[src/rtl/uart_cmd_pkg.sv]
// Shared types and defaults for the UART command receiver: FSM state encodings
// and parameter defaults used by uart_rx_byte and uart_cmd_rx.
package uart_cmd_pkg;

    typedef enum logic [1:0] {IDLE, START, DATA, STOP} rx_state_t;
    typedef enum logic {WAIT_HI, WAIT_LO} pair_state_t;

    localparam int unsigned BAUD_DIV_DEFAULT    = 2604;
    localparam int unsigned TIMEOUT_CYC_DEFAULT = 1_000_000;

endpackage

[src/rtl/uart_cmd_rx_if.sv]
// Serial line plus command handshake between the UART command receiver (slave)
// and whatever drives RX and consumes commands (master).
interface uart_cmd_rx_if;

    logic        RX;
    logic        clr_cmd_rdy;
    logic [15:0] cmd;
    logic        cmd_rdy;
    logic        frm_err;

    modport master (
        output RX,
        output clr_cmd_rdy,
        input  cmd,
        input  cmd_rdy,
        input  frm_err
    );

    modport slave (
        input  RX,
        input  clr_cmd_rdy,
        output cmd,
        output cmd_rdy,
        output frm_err
    );

endinterface

[src/rtl/uart_rx_byte.sv]
// 8N1 byte receiver: two-flop RX synchronizer, mid-bit sampling FSM, and
// one-cycle byte_vld / frm_err pulses.
module uart_rx_byte
    import uart_cmd_pkg::*;
#(
    parameter int unsigned BAUD_DIV = BAUD_DIV_DEFAULT
) (
    input  logic       clk,
    input  logic       rst_n,
    input  logic       rx_i,
    output logic [7:0] byte_o,
    output logic       byte_vld_o,
    output logic       frm_err_o
);

    localparam int unsigned      CNT_W = $clog2(BAUD_DIV + 1);
    localparam logic [CNT_W-1:0] HALF  = CNT_W'(BAUD_DIV / 2);
    localparam logic [CNT_W-1:0] FULL  = CNT_W'(BAUD_DIV);

    rx_state_t        state_q;
    logic             sync1_q;
    logic             rxs_q;
    logic             rxs_prev_q;
    logic [CNT_W-1:0] cnt_q;
    logic [2:0]       bit_q;
    logic [7:0]       shift_q;
    logic [7:0]       byte_q;
    logic             byte_vld_q;
    logic             frm_err_q;
    logic             expire;

    // Counter is loaded with N and expires N cycles later, when it reaches 1.
    assign expire = (cnt_q == CNT_W'(1));

    always_ff @(posedge clk) begin
        if (!rst_n) begin
            sync1_q    <= 1'b1;
            rxs_q      <= 1'b1;
            rxs_prev_q <= 1'b1;
            state_q    <= IDLE;
            cnt_q      <= '0;
            bit_q      <= '0;
            shift_q    <= '0;
            byte_q     <= '0;
            byte_vld_q <= 1'b0;
            frm_err_q  <= 1'b0;
        end else begin
            sync1_q    <= rx_i;
            rxs_q      <= sync1_q;
            rxs_prev_q <= rxs_q;
            byte_vld_q <= 1'b0;
            frm_err_q  <= 1'b0;
            if (state_q != IDLE && !expire) begin
                cnt_q <= cnt_q - 1'b1;
            end
            case (state_q)
                IDLE: begin
                    if (rxs_prev_q && !rxs_q) begin
                        state_q <= START;
                        cnt_q   <= HALF;
                    end
                end
                START: begin
                    if (expire) begin
                        if (rxs_q) begin
                            state_q <= IDLE;
                        end else begin
                            state_q <= DATA;
                            cnt_q   <= FULL;
                            bit_q   <= '0;
                        end
                    end
                end
                DATA: begin
                    if (expire) begin
                        shift_q <= {rxs_q, shift_q[7:1]};
                        cnt_q   <= FULL;
                        bit_q   <= bit_q + 1'b1;
                        if (bit_q == 3'd7) begin
                            state_q <= STOP;
                        end
                    end
                end
                STOP: begin
                    if (expire) begin
                        state_q <= IDLE;
                        if (rxs_q) begin
                            byte_q     <= shift_q;
                            byte_vld_q <= 1'b1;
                        end else begin
                            frm_err_q  <= 1'b1;
                        end
                    end
                end
                default: state_q <= IDLE;
            endcase
        end
    end

    assign byte_o     = byte_q;
    assign byte_vld_o = byte_vld_q;
    assign frm_err_o  = frm_err_q;

endmodule

[src/rtl/uart_cmd_rx.sv]
// Pairs received UART bytes into 16-bit commands with a cmd_rdy/clr_cmd_rdy handshake.
// Define UART_CMD_TIMEOUT_EN to drop a lone high byte after TIMEOUT_CYC idle clocks.
module uart_cmd_rx
    import uart_cmd_pkg::*;
#(
    parameter int unsigned BAUD_DIV    = BAUD_DIV_DEFAULT,
    parameter int unsigned TIMEOUT_CYC = TIMEOUT_CYC_DEFAULT
) (
    input logic          clk,
    input logic          rst_n,
    uart_cmd_rx_if.slave bus
);

    logic [7:0]  rx_byte;
    logic        byte_vld;
    logic        frm_err;
    pair_state_t pair_q;
    logic [7:0]  hi_q;
    logic [15:0] cmd_q;
    logic        cmd_rdy_q;
    logic        done;
    logic        tmo_hit;

    uart_rx_byte #(
        .BAUD_DIV (BAUD_DIV)
    ) u_byte (
        .clk        (clk),
        .rst_n      (rst_n),
        .rx_i       (bus.RX),
        .byte_o     (rx_byte),
        .byte_vld_o (byte_vld),
        .frm_err_o  (frm_err)
    );

    assign done = (pair_q == WAIT_LO) && byte_vld;

`ifdef UART_CMD_TIMEOUT_EN
    localparam int unsigned TMO_W = (TIMEOUT_CYC > 1) ? $clog2(TIMEOUT_CYC) : 1;

    logic [TMO_W-1:0] tmo_q;

    assign tmo_hit = (pair_q == WAIT_LO) && (tmo_q == TMO_W'(TIMEOUT_CYC - 1));

    // Held at zero in WAIT_HI so it starts from zero on every entry to WAIT_LO.
    always_ff @(posedge clk) begin
        if (!rst_n || pair_q == WAIT_HI) begin
            tmo_q <= '0;
        end else if (!tmo_hit) begin
            tmo_q <= tmo_q + 1'b1;
        end
    end
`else
    assign tmo_hit = 1'b0;
`endif

    always_ff @(posedge clk) begin
        if (!rst_n) begin
            pair_q    <= WAIT_HI;
            hi_q      <= '0;
            cmd_q     <= '0;
            cmd_rdy_q <= 1'b0;
        end else begin
            case (pair_q)
                WAIT_HI: begin
                    if (byte_vld) begin
                        hi_q   <= rx_byte;
                        pair_q <= WAIT_LO;
                    end
                end
                WAIT_LO: begin
                    // A completing byte wins over a timeout on the same cycle.
                    if (byte_vld) begin
                        cmd_q  <= {hi_q, rx_byte};
                        pair_q <= WAIT_HI;
                    end else if (frm_err || tmo_hit) begin
                        pair_q <= WAIT_HI;
                    end
                end
                default: pair_q <= WAIT_HI;
            endcase
            if (done) begin
                cmd_rdy_q <= 1'b1;
            end else if (bus.clr_cmd_rdy) begin
                cmd_rdy_q <= 1'b0;
            end
        end
    end

    assign bus.cmd     = cmd_q;
    assign bus.cmd_rdy = cmd_rdy_q;
    assign bus.frm_err = frm_err;

endmodule

[src/flat_wrapper.sv]
// flat-port wrapper written by rule: the top's interface ports become plain ports
module uart_cmd_rx_flat import uart_cmd_pkg::*;
#(
    parameter int unsigned BAUD_DIV    = BAUD_DIV_DEFAULT,
    parameter int unsigned TIMEOUT_CYC = TIMEOUT_CYC_DEFAULT
)
  (clk, rst_n, bus_RX, bus_clr_cmd_rdy, bus_cmd, bus_cmd_rdy, bus_frm_err);
  uart_cmd_rx_if bus_i ();
  input logic clk;
  input logic rst_n;
  input wire logic [$bits(bus_i.RX)-1:0] bus_RX;
  input wire logic [$bits(bus_i.clr_cmd_rdy)-1:0] bus_clr_cmd_rdy;
  output wire logic [$bits(bus_i.cmd)-1:0] bus_cmd;
  output wire logic [$bits(bus_i.cmd_rdy)-1:0] bus_cmd_rdy;
  output wire logic [$bits(bus_i.frm_err)-1:0] bus_frm_err;
  assign bus_i.RX = bus_RX;
  assign bus_i.clr_cmd_rdy = bus_clr_cmd_rdy;
  assign bus_cmd = bus_i.cmd;
  assign bus_cmd_rdy = bus_i.cmd_rdy;
  assign bus_frm_err = bus_i.frm_err;
  uart_cmd_rx #(.BAUD_DIV(BAUD_DIV), .TIMEOUT_CYC(TIMEOUT_CYC)) u_core (.clk(clk), .rst_n(rst_n), .bus(bus_i));
endmodule
[config.mk]
export PLATFORM = sky130hd
export DESIGN_NAME = uart_cmd_rx_flat
export DESIGN_NICKNAME = d
export VERILOG_FILES = /design/src/rtl/uart_cmd_pkg.sv /design/src/rtl/uart_cmd_rx_if.sv /design/src/rtl/uart_rx_byte.sv /design/src/rtl/uart_cmd_rx.sv /design/src/flat_wrapper.sv
export SDC_FILE = /design/constraint.sdc
export NUM_CORES = 1
export LEC_CHECK = 0
export CORE_ASPECT_RATIO = 1.75
export CORE_UTILIZATION = 49
export CTS_CLUSTER_SIZE = 25
export DETAILED_ROUTE_END_ITERATION = 10
export GPL_TIMING_DRIVEN = 1
export MAX_ROUTING_LAYER = met4
export PLACE_DENSITY = 0.69
export RECOVER_POWER = 50
export SYNTH_ARGS = -nofsm -noshare
export SYNTH_HDL_FRONTEND = slang
export SYNTH_HIERARCHICAL = 1
export SYNTH_SLANG_ARGS = --single-unit
export TNS_END_PERCENT = 5
[constraint.sdc]
create_clock -name clk -period 2.3 [get_ports clk]
set_input_delay 0.69 -clock clk [delete_from_list [all_inputs] [get_ports clk]]
set_output_delay 0.69 -clock clk [all_outputs]
set_load 0.05 [all_outputs]
==> flow_summary.ini <==
[clocking]
path_clk_slew_ns = 0.07
cts_sinks = 64
cts_tree = yes
htreeDepth = 3
postCtsResizedCells = 0
cts_buffer_depth = 2
cts_root_buf = clkbuf_8
clk_latency_ns = 0.33
post_cts_buffers = 0
hold_buffers = 0
cts_buffers = 9

[timing]
fin_worst_skew_ns = 0.00468
relSlewSlack = 0.355
hold_violations = 0
tightest_slew_ns = 0.967
rsz0062_at_grt = no
drv_slew = 0
setup_viol = 0
fmax_mhz = 462
fin_crit_sh = 0.941
fin_setup_tns_ns = 0
min_period_ns = 2.17

[logic_synthesis]
synth_fp_nets = 292
yosysTopAreaCell = dfxtp_1
synth_area_sq_mm = 0.00276
ys_seq_elements = 64
synthAdderAreaFrac = 0.0181
syn_inst = 284
synthTopCellsByArea = dfxtp_1 (46%), mux2i_1 (12%), nand2_1 (7.8%)
ys_seq_area_frac = 0.465
yosysMostFrequentCell = dfxtp_1
yosys.area_share.simple = 0.245
synth_area_per_cell_sq_um = 9.71
synth_xor_area_frac = 0.0159
synth_top_area_frac = 0.465
synth_edf_count = 0
synth.area.mux_share = 0.120
yosys_warnings = 6
synth_top_family_by_area = simple AND/OR/NAND/NOR gates
ys.flop_type = dfxtp_1
synth_cell_types = 48
synth-compound-area-share = 0.0948
synthTopCellsByCount = dfxtp_1 (64), nand2_1 (57), mux2i_1 (33)
async_reset_ff_frac = 0

[pwr]
p_per_area_mw_per_mm2 = 681
leakage_nw = 1.11
ir_drop_uv = 444

[outcome]
outcome = finished, final reports clean

[critical_path]
regToRegSetupSlack_ns = 0.26
critical_path_buf_inv_count = 1
required_ns = 1.61
cpLargestDelayFamily = buffers and inverters
cp-start-kind = register
worst-setup-path-type = reg -> out
end_kind = primary output
crit_arrival_ns = 1.48
rr_worst_depth = 5
path_cells = clkdlybuf4s50_1
worstPathMaxFanout = 2
r2r_end = u_core/u_byte/cnt_q[5]$_SDFF_PN0_
cp_slowest_cell = clkdlybuf4s50_1
r2r_start = u_core/u_byte/state_q[0]$_SDFFE_PN0P_
max_stage_delay_ns = 0.81

[global_routing]
grt_pass1_vias = 1954
track_usage = 0.198
grt-ovfl-total = 0
antenna_found_initial = 0
grt_pass1_wl_microns = 8640
grt_max_degree = 26

[min_path]
worstHoldPathType = reg -> reg
min_to = u_core/u_byte/rxs_q$_SDFF_PN1_
hp-start = u_core/u_byte/sync1_q$_SDFF_PN1_
hold_path_depth = 1

[die]
die_area_sq_mm = 0.00594
num_rows = 35
die_w_microns = 58.7
ios = 22
die_h_microns = 101
initial_core_util = 0.516
coreArea_sq_mm = 0.00534

[finish]
diodes = 0
final_layout_size_suffix_gt1_frac = 0.0997
fin_area_sq_mm = 0.00314
fin_nets = 314
syn_to_final_growth_pct = 13.9

[drt]
vias = 2068
via_per_inst = 5.37
wl_per_cell_microns = 13.2
drc = 0
antenna_left = 0
drt-pass1-iter-count = 4
drtIter0Drc = 98
wl_microns = 5090

[place]
gp_congestion = 0.857
io_buffer_count = 21
dp_hpwl_microns = 3490
place_area_sq_mm = 0.00298

[job]
max-cap-violations = 0
[stage by stage]
| stage | hold slack (ns) | setup slack (ns) | cells | total power [mW] | util |
|---|---|---|---|---|---|
| finish | 0.407 | 0.135 | 385 | 2.14 | 0.588 |
| global route | 0.438 | 0.0772 | 385 | 2.24 | 0.588 |
| CTS | 0.411 | 0.113 | 385 | 2.17 | 0.591 |
| detailed placement | 0.395 | 0.334 | 369 | 1.34 | 0.559 |
| global placement | 0.390 | 0.440 | 369 | 1.33 | 0.559 |
| floorplan | 0.386 | 0.543 | 284 | 1.30 | - |
[placed cells by master (no fill, tap or decap), types with 4 or more instances in the layout]
master / instances
a21boi_0: 10
a21oi_1: 5
clkbuf_8: 10
clkdlybuf4s50_1: 20
clkinv_2: 4
dfxtp_1: 64
ha_1: 4
mux2i_1: 33
nand2_1: 57
nand3_1: 5
nor2_1: 12
nor2b_1: 12
nor3_1: 11
o21a_1: 4
[sequential cells by signal (all words and copies together) (netlist names), 3 cells and up, named ones only]
name / cells
u_core/u_byte/bit_q: 3
u_core/u_byte/cnt_q: 12
u_core/bus.cmd: 16
u_core/u_byte/shift_q: 8
u_core/u_byte/byte_o: 8
u_core/hi_q: 8
[cells by family after synthesis]
| family | count (synthesis) |
|---|---|
| XOR/XNOR | 5 |
| multiplexers | 33 |
| buffers and inverters | 17 |
| flip-flops | 64 |
| AO/OA/AOI/OAI | 36 |
| adder cells (fa/ha/maj) | 4 |
| AND/OR/NAND/NOR | 125 |
[worst max path at each step]
stage                                            endpoint  cells after the start                                from
floorplan                                        register                      7   u_core/u_byte/cnt_q[0]$_SDFF_PN0_
finish                                         bus_cmd[1]                      1      u_core/bus.cmd[1]$_SDFFE_PN0P_
detailed placement   u_core/u_byte/byte_o[4]$_SDFFE_PN0P_                      6   u_core/u_byte/cnt_q[0]$_SDFF_PN0_
global route                                  bus_frm_err                      1  u_core/u_byte/frm_err_o$_SDFF_PN0_
global placement    u_core/u_byte/shift_q[6]$_SDFFE_PN0P_                      6   u_core/u_byte/cnt_q[0]$_SDFF_PN0_
CTS                                            bus_cmd[1]                      1      u_core/bus.cmd[1]$_SDFFE_PN0P_
[layer usage]
metal  up-vias  wire length, microns  share of wire  GRT usage
li1       1039                     -              -          -
met1       961                  2170           0.43      0.204
met2        55                  2580           0.51      0.326
met3        13                   215          0.042     0.0626
met4         0                   127          0.025      0.114
met5         -                     0              0          -
[cell type report]
cell class              instances  area, sq um
clock buffers                  10          138
fillers                       491         2200
clock inverters                 6         35.0
multi-input cells             203         1350
inverters                       2         7.51
flip-flops and latches         64         1280
well taps                      74         92.6
repair buffers                 26          236
[power by group]
part	leakage, nW	switching (mW)	internal, mW
logic	0.502	0.0903	0.0621
registers	0.517	0.0297	1.13
clock network	0.0878	0.419	0.412
total	1.11	0.539	1.60
No activity file was read; power rests on OpenSTA's default activity.
